==> config.mk <==
export PLATFORM = sky130hd
export DESIGN_NAME = hx711_tare_avg
export DESIGN_NICKNAME = d
export VERILOG_FILES = /design/src/rtl/hx711_tare_avg.sv
export SDC_FILE = /design/constraint.sdc
export NUM_CORES = 1
export LEC_CHECK = 0
export ABC_CLOCK_PERIOD_IN_PS = 12700
export CORE_ASPECT_RATIO = 1.2
export CORE_UTILIZATION = 40
export DETAILED_ROUTE_END_ITERATION = 8
export PLACE_DENSITY_LB_ADDON = 0.05
export SLEW_MARGIN = 20
export SYNTH_ARGS = -nofsm -noshare
export SYNTH_HDL_FRONTEND = slang
export SYNTH_SLANG_ARGS = --single-unit
==> constraint.sdc <==
create_clock -name clk -period 12.7 [get_ports clk]
set_clock_uncertainty 0.05 [all_clocks]
set_input_delay 2.54 -clock clk [delete_from_list [all_inputs] [get_ports clk]]
set_output_delay 2.54 -clock clk [all_outputs]
set_load 0.03 [all_outputs]
==> src/rtl/hx711_tare_avg.sv <==
// hx711_tare_avg
//   Averages HX711 load-cell conversions over windows of N = 2^LOG2_N
//   samples, subtracts a tare offset and saturates the result to 24 bits.
//   A tare request discards the partial window and uses the next full
//   window's average as the new tare offset.
//
// Ports
//   clk          single clock
//   rst          synchronous, active-high reset
//   sample_in    24-bit two's-complement conversion result
//   sample_valid one-cycle strobe qualifying sample_in
//   tare_req     one-cycle tare request strobe
//   weight_out   averaged, tare-corrected, saturated signed result
//   weight_valid one-cycle strobe qualifying weight_out
//   sat          weight_out was clamped (updates with weight_out)
//   tare_busy    high while a tare window is being collected
//   no_data      high when no sample arrived for TIMEOUT cycles
module hx711_tare_avg #(
  parameter int LOG2_N  = 2,
  parameter int TIMEOUT = 1000,
  parameter int TO_W    = 10
) (
  input  logic               clk,
  input  logic               rst,
  input  logic signed [23:0] sample_in,
  input  logic               sample_valid,
  input  logic               tare_req,
  output logic signed [23:0] weight_out,
  output logic               weight_valid,
  output logic               sat,
  output logic               tare_busy,
  output logic               no_data
);

  localparam int DATA_W = 24;
  localparam int ACC_W  = DATA_W + LOG2_N;
  localparam int DIFF_W = DATA_W + 1;

  localparam logic signed [DIFF_W-1:0] POS_LIM = DIFF_W'((2 ** (DATA_W - 1)) - 1);
  localparam logic signed [DIFF_W-1:0] NEG_LIM = DIFF_W'(-(2 ** (DATA_W - 1)));
  localparam logic [TO_W-1:0]          TO_LIM  = TO_W'(TIMEOUT);

  typedef enum logic {
    S_ACC,
    S_TARE
  } state_t;

  state_t                    state;
  logic signed [ACC_W-1:0]   acc;
  logic [LOG2_N-1:0]         cnt;
  logic signed [DATA_W-1:0]  tare_offset;
  logic signed [DATA_W-1:0]  avg_p0;
  logic                      vld_p0;
  logic [TO_W-1:0]           to_cnt;

  logic signed [ACC_W-1:0]   sample_ext;
  logic signed [ACC_W-1:0]   sum;
  logic signed [DATA_W-1:0]  avg;
  logic                      last;
  logic signed [DIFF_W-1:0]  diff_p0;
  logic [TO_W-1:0]           to_next;

  // Clamp a 25-bit difference into the 24-bit signed output range.
  function automatic logic signed [DATA_W-1:0] sat24(input logic signed [DIFF_W-1:0] d);
    logic signed [DATA_W-1:0] r;
    if (d > POS_LIM) begin
      r = {1'b0, {(DATA_W - 1){1'b1}}};
    end else if (d < NEG_LIM) begin
      r = {1'b1, {(DATA_W - 1){1'b0}}};
    end else begin
      r = d[DATA_W-1:0];
    end
    return r;
  endfunction

  function automatic logic is_clamped(input logic signed [DIFF_W-1:0] d);
    return (d > POS_LIM) || (d < NEG_LIM);
  endfunction

  always_comb begin
    sample_ext = {{LOG2_N{sample_in[DATA_W-1]}}, sample_in};
    sum        = acc + sample_ext;
    // Arithmetic shift floors toward minus infinity; the quotient always
    // fits back into DATA_W bits.
    avg        = DATA_W'(sum >>> LOG2_N);
    last       = (cnt == '1);
    diff_p0    = {avg_p0[DATA_W-1], avg_p0} - {tare_offset[DATA_W-1], tare_offset};
    if (sample_valid) begin
      to_next = '0;
    end else if (to_cnt == TO_LIM) begin
      to_next = to_cnt;
    end else begin
      to_next = to_cnt + 1'b1;
    end
  end

  // Stage p0: window accumulation, tare FSM and average capture
  always_ff @(posedge clk) begin
    if (rst) begin
      state       <= S_ACC;
      acc         <= '0;
      cnt         <= '0;
      tare_offset <= '0;
      tare_busy   <= 1'b0;
      vld_p0      <= 1'b0;
    end else begin
      vld_p0 <= 1'b0;
      unique case (state)
        S_ACC: begin
          // A tare request wins over a coincident sample, which is dropped.
          if (tare_req) begin
            acc       <= '0;
            cnt       <= '0;
            state     <= S_TARE;
            tare_busy <= 1'b1;
          end else if (sample_valid) begin
            if (last) begin
              acc    <= '0;
              cnt    <= '0;
              avg_p0 <= avg;
              vld_p0 <= 1'b1;
            end else begin
              acc <= sum;
              cnt <= cnt + 1'b1;
            end
          end
        end
        S_TARE: begin
          // Further tare requests are ignored until this window completes.
          if (sample_valid) begin
            if (last) begin
              acc         <= '0;
              cnt         <= '0;
              tare_offset <= avg;
              state       <= S_ACC;
              tare_busy   <= 1'b0;
            end else begin
              acc <= sum;
              cnt <= cnt + 1'b1;
            end
          end
        end
      endcase
    end
  end

  // Stage p1: tare subtraction and saturation
  always_ff @(posedge clk) begin
    if (rst) begin
      weight_out   <= '0;
      weight_valid <= 1'b0;
      sat          <= 1'b0;
    end else begin
      weight_valid <= vld_p0;
      if (vld_p0) begin
        weight_out <= sat24(diff_p0);
        sat        <= is_clamped(diff_p0);
      end
    end
  end

  // no_data follows the next counter value so it drops the cycle right
  // after a sample and rises the cycle the counter reaches TIMEOUT.
  always_ff @(posedge clk) begin
    if (rst) begin
      to_cnt  <= '0;
      no_data <= 1'b0;
    end else begin
      to_cnt  <= to_next;
      no_data <= (to_next == TO_LIM);
    end
  end

endmodule
==> run metrics <==
status finished, final reports clean; Reg clk slew, reported paths 0.06 ns; CTS Sinks 116; Peak Freq 197.0 MHz; GRT Residual Overflow 0; DP Wirelength 12.75 mm; Layout fillers 1531; # hold bufs at CTS 0; drt initial violations 321; Worst Setup End Kind flip-flop; post-synthesis cell count 744; drt first pass iters 5; P_sw 0.2454 mW; area grow syn2layout 19.37%; Rows 51; Worst-Skew Late Latency 0.41 ns; critical path data required time 12.95 ns; synthesized cell area 6784 um2; Seq cells post-synth 116; P_int 0.7162 mW; IO buf count 55; Residual DRC 0; Routed Wire Length 16.72 mm; share of cells above drive strength 1 6.584%; chip width 120.9 um; Vias/cell 5.556; Seq pwr share 40.8%; FFs w/ async S/R, synth 0%; switching share of power 25.52%; io pins 56; worst-path fanout max 7; Pwr Density 118.8 nW/um2; initial antenna violation count 0; Final ANT Viol Nets 0; Longest Clk Path Bufs 2; RSZ-0062 raised after global routing no; peak supply drop 0.00008030 V; Yosys cell types 73; Max Cap Viol 0; Worst Path Arrival 5.33 ns; Max H-tree Level 4; routability cong. 0.9269; CTS tree yes; Logic pwr share 12.6%; Worst Tran Pin Value 1.045 ns; Final setup violation count 0; period utilization 39.98%; relative slew slack 30.23%; fin crit period 5.077 ns; Avg Inst Size Synth 9.118 um2; DIE HEIGHT 144.7 um; syn nets 826; Net count, final 874; Final Hold Vio Count 0; Worst Hold Class reg -> reg; dominant synthesized flop cell dfxtp_1; Leak Pwr 3.084 nW; yosys warns 0; GRT Overall Usage 20.37%; final setup TNS 0 ns; largest net degree at the start of global routing 31; Post-CTS Setup Bufs 0; first-pass GRT wire length 27.66 mm; diode count 0; core area 16400 um2; Placed Instance Area 7530 um2; sequential share of the synthesized area 37.77%; crit start category input port; Post-CTS Resized 0; Final Max Tran Viols 0; path type of the worst setup path in -> reg; die area 17490 um2; Post-synth EDFFs 24; CTS root buffer clkbuf_16; DR vias 5650; Num CTS Buffers 17; Final Cell Area 8098 um2; Initial Util 41.37%; vias in the first global route 5627; clock power share 46.5%; post-DR wirelength/cell 16.44 um
[cell families after synthesis]
| family | count (synthesis) | synth area share (%) |
|---|---|---|
| compound gates | 247 | 26.58 |
| xor+xnor | 41 | 5.515 |
| buf+inv | 76 | 4.371 |
| simple gates | 204 | 14.68 |
| mux | 6 | 0.9037 |
| fa+ha+maj | 54 | 10.18 |
| flops | 116 | 37.77 |
[stage by stage]
stage	total power, mW	util (%)	setup WS (ns)	hold WS, ns	cells
finish	0.9617	49.38	7.623	0.4157	1017
global route	1.004	49.38	7.430	0.4354	1017
CTS	0.9740	49.33	7.652	0.4201	1017
detailed placement	0.5214	45.91	7.230	0.4072	985
global placement	0.5197	45.91	7.306	0.4043	985
floorplan	0.4825	-	6.924	0.3924	744
[registers in the layout, summed over array words and instances (netlist names), 2 cells and up]
signal / cells
acc: 26
avg_p0: 24
cnt: 2
tare_offset: 24
to_cnt: 10
weight_out: 24
[power groups by stage]
stage          clock network, mW  logic [mW]  registers, mW
3_3_place_gp                   0       0.119          0.400
5_1_grt                    0.476       0.135          0.393
2_1_floorplan                  0      0.0830          0.399
3_5_place_dp                   0       0.121          0.400
6_report                   0.447       0.122          0.393
4_1_cts                    0.460       0.121          0.393
[per-layer routing]
metal  vias up  track usage (%)  share of wire, %
met5         -                0                 0
met4         0            9.552               2.4
met3        22            4.389               3.4
met2        92            34.56                48
met1      2641            24.54                46
li1       2895                -                 -
[final timing paths]
| kind | startpoint | to | slack, ns | depth (start not counted) |
|---|---|---|---|---|
| max | sample_in[9] | tare_offset[23] | 7.62 | 10 |
| min | tare_busy | tare_busy | 0.42 | 1 |
| max reg2reg | tare_offset[1] | weight_out[18] | 9.34 | 10 |
| min reg2reg | tare_busy | tare_busy | 0.42 | 1 |
[critical path: stages]
cell	delay, ns
clkdlybuf4s50_1	0.40
ha_1	0.42
and3_1	0.22
and4_1	0.22
a31oi_1	0.11
o21ai_0	0.37
a221oi_1	0.15
a31oi_1	0.36
xor3_1	0.31
a22o_1	0.22
[cells in the mapped netlist (all sizes together) (5+ instances only)]
cell / count / share of area [%]
clkbuf: 25 / 1.4
nand2b: 8 / 0.74
nand4: 6 / 0.55
a221o: 18 / 2.7
a22oi: 17 / 1.9
a22o: 24 / 3.1
a211oi: 8 / 1.2
and3: 6 / 0.55
or2: 7 / 0.65
nand3: 24 / 1.8
a311oi: 6 / 0.77
and2: 5 / 0.46
mux2i: 5 / 0.74
nor2b: 7 / 0.65
a21o: 16 / 1.8
nor3: 12 / 0.89
edfxtp: 24 / 11
a31oi: 13 / 1.4
a21oi: 49 / 3.6
buf: 5 / 0.44
ha: 52 / 9.6
o21ai: 36 / 2.7
inv: 46 / 2.5
o211ai: 6 / 0.66
dfxtp: 92 / 27
nand2: 33 / 1.8
o21a: 10 / 1.1
xor2: 12 / 1.5
nor4: 6 / 0.55
or3: 5 / 0.46
o31ai: 7 / 0.77
nor2: 72 / 4.0
a32o: 6 / 0.89
xnor2: 28 / 3.6
[layout make-up]
| class | count | area, um2 | share of cell area [%] |
|---|---|---|---|
| inverters | 46 | 172.7 | 2.132 |
| repair buffers | 59 | 580.6 | 7.169 |
| clock inverters | 8 | 47.55 | 0.5871 |
| clock buffers | 24 | 513.0 | 6.335 |
| flip-flops and latches | 116 | 2562 | 31.64 |
| multi-input cells | 552 | 3956 | 48.86 |
| well taps | 212 | 265.3 | 3.276 |
[placed cells by master (no fill, tap or decap), types with 8 or more instances in the layout]
cell | Yosys | routed
ha_1 | 52 | 52
nand2_1 | 33 | 33
nand3_1 | 24 | 24
nor3_1 | 12 | 12
o21a_1 | 10 | 10
edfxtp_1 | 24 | 24
xor2_1 | 12 | 12
clkdlybuf4s50_1 | 0 | 55
a22o_1 | 24 | 24
clkbuf_16 | 0 | 18
nor2_1 | 71 | 71
a221o_1 | 18 | 18
a22oi_1 | 17 | 17
a21o_1 | 16 | 16
dfxtp_1 | 92 | 92
a31oi_1 | 12 | 11
o21ai_0 | 32 | 32
a21oi_1 | 49 | 49
nand2b_1 | 8 | 8
xnor2_1 | 28 | 28
inv_1 | 45 | 45
No activity file was read; power rests on OpenSTA's default activity.
